[config.mk]
export PLATFORM = sky130hd
export DESIGN_NAME = univ_shift_reg
export DESIGN_NICKNAME = d
export VERILOG_FILES = /design/src/rtl/univ_shift_reg.sv
export SDC_FILE = /design/constraint.sdc
export NUM_CORES = 1
export LEC_CHECK = 0
export ABC_AREA = 1
export BUFFER_PORTS_ARGS = -buffer_cell sky130_fd_sc_hd__buf_2
export CAP_MARGIN = 20
export CORE_MARGIN = 4
export CORE_UTILIZATION = 48
export CTS_BUF_LIST = sky130_fd_sc_hd__clkbuf_8 sky130_fd_sc_hd__clkbuf_16
export CTS_CLUSTER_SIZE = 30
export DETAILED_ROUTE_END_ITERATION = 10
export PLACE_DENSITY = 0.77
export SETUP_SLACK_MARGIN = 0.2
export SYNTH_ARGS = -nofsm -noshare
export SYNTH_HDL_FRONTEND = slang
export SYNTH_SLANG_ARGS = --single-unit
[constraint.sdc]
create_clock -name clk -period 1.3 [get_ports clk]
set_input_delay 0.065 -clock clk [delete_from_list [all_inputs] [get_ports clk]]
set_output_delay 0.065 -clock clk [all_outputs]
set_load 0.02 [all_outputs]
[src/rtl/univ_shift_reg.sv]
// Universal shift register: hold, shift right/left and parallel load, with a WIDTH-shift word counter.
// Latency: outputs are direct register views (zero added latency); word_done is registered, one cycle after the last shift.
// Backpressure: none; en=0 freezes the register and counter and keeps word_done low.
module univ_shift_reg #(
    parameter int                 WIDTH     = 8,
    parameter logic [WIDTH-1:0]   RESET_VAL = '0,
    parameter int                 CNT_W     = $clog2(WIDTH + 1)
) (
    input  logic              clk,
    input  logic              rst,
    input  logic              en,
    input  logic [1:0]        mode,
    input  logic              serial_in,
    input  logic [WIDTH-1:0]  parallel_in,
    output logic [WIDTH-1:0]  parallel_out,
    output logic              serial_out_lsb,
    output logic              serial_out_msb,
    output logic [CNT_W-1:0]  shift_cnt,
    output logic              word_done
);

    localparam logic [1:0] MODE_HOLD  = 2'b00;
    localparam logic [1:0] MODE_RIGHT = 2'b01;
    localparam logic [1:0] MODE_LEFT  = 2'b10;
    localparam logic [1:0] MODE_LOAD  = 2'b11;

    localparam logic [CNT_W-1:0] CNT_LAST = CNT_W'(WIDTH - 1);

    logic [WIDTH-1:0] q;
    logic [CNT_W-1:0] cnt;
    logic             done;
    logic             is_shift;
    logic [CNT_W-1:0] cnt_next;
    logic             wrap;

    assign is_shift = en && ((mode == MODE_RIGHT) || (mode == MODE_LEFT));
    assign wrap     = (cnt == CNT_LAST);
    assign cnt_next = wrap ? '0 : cnt + CNT_W'(1);

    always_ff @(posedge clk) begin
        if (rst) begin
            q    <= RESET_VAL;
            cnt  <= '0;
            done <= 1'b0;
        end else begin
            done <= 1'b0;
            if (en) begin
                case (mode)
                    MODE_RIGHT: q <= {serial_in, q[WIDTH-1:1]};
                    MODE_LEFT:  q <= {q[WIDTH-2:0], serial_in};
                    MODE_LOAD:  q <= parallel_in;
                    default:    q <= q;
                endcase
                if (mode == MODE_LOAD) begin
                    cnt <= '0;
                end else if (is_shift) begin
                    // Direction changes mid-word still count toward the same word.
                    cnt  <= cnt_next;
                    done <= wrap;
                end
            end
        end
    end

    assign parallel_out   = q;
    assign serial_out_lsb = q[0];
    assign serial_out_msb = q[WIDTH-1];
    assign shift_cnt      = cnt;
    assign word_done      = done;

endmodule
==> flow_summary.yaml, run 1 <==
cts:
  numCtsBuffers: 3
  cts_tree: "built"
  postCtsHoldBufs: 0
  clockRootBuffer: "clkbuf_8"
  clock-sinks: 13
  clk_pin_slew_ns: 0.06
  clockBufferDepth: 2
  cts-resized-gates: 0
  h-tree-depth: 1
  clkLatencyLatePin_ns: 0.24
  cts_setup_buffers: 0
detailed_routing:
  drc_errors: 0
  routedWlPerCell_um: 10.71
  vias: 854
  drt-total-wl_mm: 1.971
  drt_iter0_markers: 16
  ant_nets: 0
  via_per_inst: 4.641
  drtPass1Iterations: 4
die:
  ios: 29
  die-width_um: 50.04
  coreArea_um2: 1594
  start_util: 0.5322
  rows: 14
  die_h_um: 50.04
  dieArea_um2: 2504
sta:
  setup_viol: 0
  finalHoldViolCount: 0
  setup_tns_ns: 0
  slew_headroom: 0.7396
  max_slew.worst_pin.slew_ns: 0.3902
  fin_skew_ns: 0.001044
  rsz0062_at_grt: "false"
  period_needed_ns: 0.9783
  slew_violations: 0
  fmax_ghz: 1.022
  fin_crit_sh: 0.7525
finish:
  layout_common_cells: "nand2_1, buf_2, nor2_1"
  diodes: 0
  final_common_cell: "nand2_1"
  seq_area_um2: 267.8
  drive_gt1_frac: 0.2875
  multi_input_area_um2: 471.7
  syn2layout_area_growth_pct: 23.60
  nets: 179
  fillers: 150
grt:
  grt_pass1_wl_mm: 3.249
  grt_usage: 0.1652
  antenna_found_initial: 0
  grt_pass1_vias: 779
  grt_overflow: 0
  grt_max_degree: 17
power:
  peakVddDrop_mv: 0.7646
  finalPower_mw: 1.033
  cellPowerDensity_nw_per_um2: 985.0
  power_leakage_nw: 0.5621
yosys:
  synth-seq-cells: 13
  yosysWarnings: 0
  synth_cell_type_count: 19
  seq_area_frac_synth: 0.3068
  syn_nets: 149
  syn_area_per_cell_um2: 6.476
  synth_area_um2: 848.3
  syn_inst: 131
setup_path:
  cp.arrival_ns: 1.11
  required_ns: 1.43
  path_max_fanout: 6
  cp-end-kind: "register"
  worstReg2RegStart: "shift_cnt[0]"
  startpoint: "shift_cnt[0]"
  startpoint_type: "register"
  worstSetupPathType: "register to register"
placed_design:
  place.gp.congestion: 0.8330
  dp_hpwl_mm: 1.438
  portBuffers: 28
run:
  cap_violations: 0
status:
  status: "completed"
hold_path:
  worstHoldStart: "rst"
  hold_class: "input pin to register"
## registers in the layout (all words and copies together), names as in the netlist
name / flops
parallel_out: 8
word_done: 1
shift_cnt: 4
## Yosys cell counts
cell | number | area [um^2]
buf_8 | 1 | 15.01
ha_1 | 4 | 50.05
o21ai_1 | 6 | 30.03
a21oi_1 | 1 | 5.000
nand2_1 | 32 | 120.1
nand3_2 | 2 | 20.02
nor2_2 | 3 | 18.77
inv_1 | 18 | 67.56
nand3_1 | 13 | 65.06
dfxtp_1 | 13 | 260.3
nor2_1 | 27 | 101.4
buf_6 | 2 | 22.52
buf_2 | 1 | 5.000
buf_4 | 2 | 15.01
nand4_1 | 1 | 6.260
nor2_8 | 1 | 20.02
inv_2 | 1 | 3.750
o21ai_0 | 1 | 5.000
o21ai_2 | 2 | 17.52
## cell families (layout without fill, tap and decap cells)
group,Yosys count,in the layout,synth area share
AND/OR/NAND/NOR,79,79,0.4145
AO/OA/AOI/OAI,10,10,0.06784
buffers and inverters,25,54,0.1519
flip-flops,13,13,0.3068
adder cells (fa/ha/maj),4,4,0.05900
## power by group
group / leakage, nW / total [mW] / switching [mW] / internal, mW
Combinational: 0.427 / 0.232 / 0.145 / 0.0877
Clock: 0.0269 / 0.355 / 0.146 / 0.208
Sequential: 0.108 / 0.446 / 0.0253 / 0.420
## stage by stage
stage | setup WS (ns) | area [um^2] | util | hold WS [ns] | instances
6_report | 0.3217 | 1049 | 0.6578 | 0.1389 | 184
5_1_grt | 0.2110 | 1049 | 0.6578 | 0.1583 | 184
4_1_cts | 0.2659 | 1031 | 0.6468 | 0.1350 | 184
3_5_place_dp | 0.1858 | 985.9 | 0.6185 | 0.3732 | 180
3_3_place_gp | 0.2127 | 985.9 | 0.6185 | 0.3742 | 180
2_1_floorplan | 0.2909 | 850.8 | - | 0.2377 | 131
## per-layer routing
metal	track usage	wire (um)	vias up
li1	-	-	458
met3	0.04217	106	2
met2	0.2696	968	28
met1	0.2007	881	366
met4	0.07373	14	0
met5	0	0	-
## critical path, stage by stage, from the launching register on
cell and delay [ns]:
dfxtp_4 0.38, ha_4 0.15, nand2_1 0.07, nor2_1 0.12, nor2_1 0.05, nand2_1 0.06, nand2_1 0.05
## worst paths after layout
kind,to,slack (ns),depth (start not counted)
worst max-delay path,shift_cnt[3],0.32,6
worst min register to register,shift_cnt[1],0.53,2
worst max register to register,shift_cnt[3],0.32,6
worst min-delay path,shift_cnt[1],0.14,4
## final cells by class
| cell class | count | area share |
|---|---|---|
| sequential | 13 | 0.2554 |
| clock inverter | 1 | 0.003580 |
| timing repair buffer | 31 | 0.1551 |
| clock buffer | 3 | 0.03938 |
| multi-input combinational | 93 | 0.4499 |
| tap | 24 | 0.02864 |
| inverter | 19 | 0.06802 |
No activity file was read; power rests on OpenSTA's default activity.
==> run 2, diff against run 1 <==
--- a/config.mk
+++ b/config.mk
@@ -9,11 +9,11 @@
 export BUFFER_PORTS_ARGS = -buffer_cell sky130_fd_sc_hd__buf_2
 export CAP_MARGIN = 20
 export CORE_MARGIN = 4
-export CORE_UTILIZATION = 48
+export CORE_UTILIZATION = 44
 export CTS_BUF_LIST = sky130_fd_sc_hd__clkbuf_8 sky130_fd_sc_hd__clkbuf_16
 export CTS_CLUSTER_SIZE = 30
 export DETAILED_ROUTE_END_ITERATION = 10
-export PLACE_DENSITY = 0.77
+export PLACE_DENSITY = 0.74
 export SETUP_SLACK_MARGIN = 0.2
 export SYNTH_ARGS = -nofsm -noshare
 export SYNTH_HDL_FRONTEND = slang
==> constraint.sdc (replaced) <==
create_clock -name clk -period 0.8 [get_ports clk]
set_input_delay 0.04 -clock clk [delete_from_list [all_inputs] [get_ports clk]]
set_output_delay 0.04 -clock clk [all_outputs]
set_load 0.02 [all_outputs]
==> run 2 against run 1 <==
The run now ends with negative setup slack left. Fmax shrank 0.54%. Largest power group unchanged. Die area grew 7.6%. Global-route usage grew 9.0 points. Non-clock buffer count grew 25. First-iteration DRC count grew to 5.9 times the previous value. Combinational power grew to 3.1 times the previous value. Setup slack lost 0.51 ns. Count of clock-buffer cells in the layout is the same. Clock skew grew 0.0029 ns. Cell count grew 14%. Routed wire length grew 86%. Via count grew 39%.
==> flow_summary.yaml, run 2 (synthesized netlist as in run 1, its figures left out) <==
status:
  status: "finished with violations"
  violations: "negative setup slack"
placed_design:
  dp_hpwl_mm: 1.555
  placed_area_um2: 1199
  pre_cts_ws_ns: -0.2753
  portBuffers: 28
  place.gp.congestion: 0.9017
die:
  dieArea_um2: 2695
  rows: 15
  die-width_um: 51.91
  coreArea_um2: 1783
  die_h_um: 51.91
  ios: 29
  start_util: 0.4758
finish:
  syn2layout_area_growth_pct: 90.86
  diodes: 0
  design_area_um2: 1619
  fin_util: 0.9081
  drive_gt1_frac: 0.6162
  largest_register_ffs: 8
  nets: 204
  layout_common_cells: "nand2_1, buf_6, nor2_1"
  fillers: 67
grt:
  grt_pass1_vias: 1069
  grt_usage: 0.2555
  gr-max-usage-layer: "met2"
  antenna_found_initial: 0
  grt_use_met1: 0.2900
  grt_pass1_wl_mm: 4.988
  grt_overflow: 0
  grt_max_degree: 13
  grt_use_met2: 0.4540
  grtUsageMet3: 0.03725
hold_path:
  hold_class: "input pin to register"
sta:
  holdWs_ns: 0.1286
  slew_violations: 0
  worst_slack_ns: -0.1836
  fin_crit_sh: 1.230
  setup_viol: 9
  finalHoldViolCount: 0
  period_needed_ns: 0.9836
  fmax_ghz: 1.017
  fin_skew_ns: 0.003988
  max_slew.worst_pin.slew_ns: 0.3191
  rsz0062_at_grt: "true"
  slew_headroom: 0.7858
detailed_routing:
  drc_errors: 0
  vias: 1188
  drtPass1Iterations: 6
  drt_iter0_markers: 94
  routedWlPerCell_um: 17.46
  via_per_inst: 5.657
  ant_nets: 0
  drt-total-wl_mm: 3.666
power:
  cellPowerDensity_nw_per_um2: 1260
  power_leakage_nw: 0.7717
  peakVddDrop_mv: 1.030
setup_path:
  required_ns: 0.93
  path_max_fanout: 3
  worstSetupPathType: "register to register"
  cp.arrival_ns: 1.12
  cp-end-kind: "register"
  startpoint_type: "register"
run:
  cap_violations: 0
cts:
  cts_tree: "built"
  clkLatencyLatePin_ns: 0.24
  numCtsBuffers: 3
  clk_pin_slew_ns: 0.06
  clockRootBuffer: "clkbuf_8"
  clock-sinks: 13
  h-tree-depth: 1
  clockBufferDepth: 2
## run 2: changes by cell type in the layout (fill, tap and decap cells not counted), moves of 7 or more
| cell | before | now |
|---|---|---|
| buf_2 | 28 | 11 |
| buf_4 | 3 | 17 |
| buf_6 | 0 | 24 |
| dfxtp_1 | 11 | 1 |
| dfxtp_4 | 2 | 10 |
| nand2_1 | 32 | 24 |
| nand3_1 | 13 | 5 |
| nand3_2 | 2 | 9 |
| nor2_1 | 27 | 19 |
## run 2: timing repair
action / CTS / global route
setup endpoints to repair: 28 / 28
buffers inserted: 13 / 0
pin swaps: 21 / 21
hold buffers: 0 / 0
gates resized for setup: 61 / 23
## run 2: where the power goes
part           total [mW]  switching (mW)  internal [mW]
combinational       0.717           0.366          0.351
clock               0.589           0.250          0.339
sequential          0.733          0.0557          0.678
## run 2: final timing paths
check | startpoint | endpoint | slack [ns] | depth (start not counted)
max | shift_cnt[1] | shift_cnt[3] | -0.18 | 6
min | parallel_in[6] | parallel_out[6] | 0.13 | 5
max reg2reg | shift_cnt[1] | shift_cnt[3] | -0.18 | 6
min reg2reg | parallel_out[5] | parallel_out[5] | 0.53 | 2
## run 2: through the flow
step	cells	TNS [ns]	total power [mW]
2_1_floorplan	131	-0.2883	1.058
3_3_place_gp	193	-2.392	1.213
4_1_cts	210	-0.6375	1.967
3_5_place_dp	193	-2.666	1.220
6_report	210	-0.9452	2.040
5_1_grt	210	-1.314	2.141
## run 2: layer usage
layer | up-vias | wire length [um]
met3 | 29 | 288
met2 | 86 | 1814
met1 | 563 | 1368
li1 | 510 | -
met4 | 0 | 195
met5 | - | 0
## run 2: final cells by class
class                   instances  area, um^2  area share
clock buffers                   3       41.29     0.02550
clock inverters                 1       3.754    0.002318
inverters                      19       93.84     0.05796
multi-input cells              93       620.6      0.3833
flip-flops and latches         13       300.3      0.1855
well taps                      25       31.28     0.01932
repair buffers                 56       528.0      0.3261
## run 2: critical path, cell delays in order (launching register included)
cell	delay, ns
dfxtp_4	0.37
ha_4	0.17
nand2_4	0.06
nor2_2	0.10
nor2_1	0.06
nand2_1	0.07
nand2_1	0.06
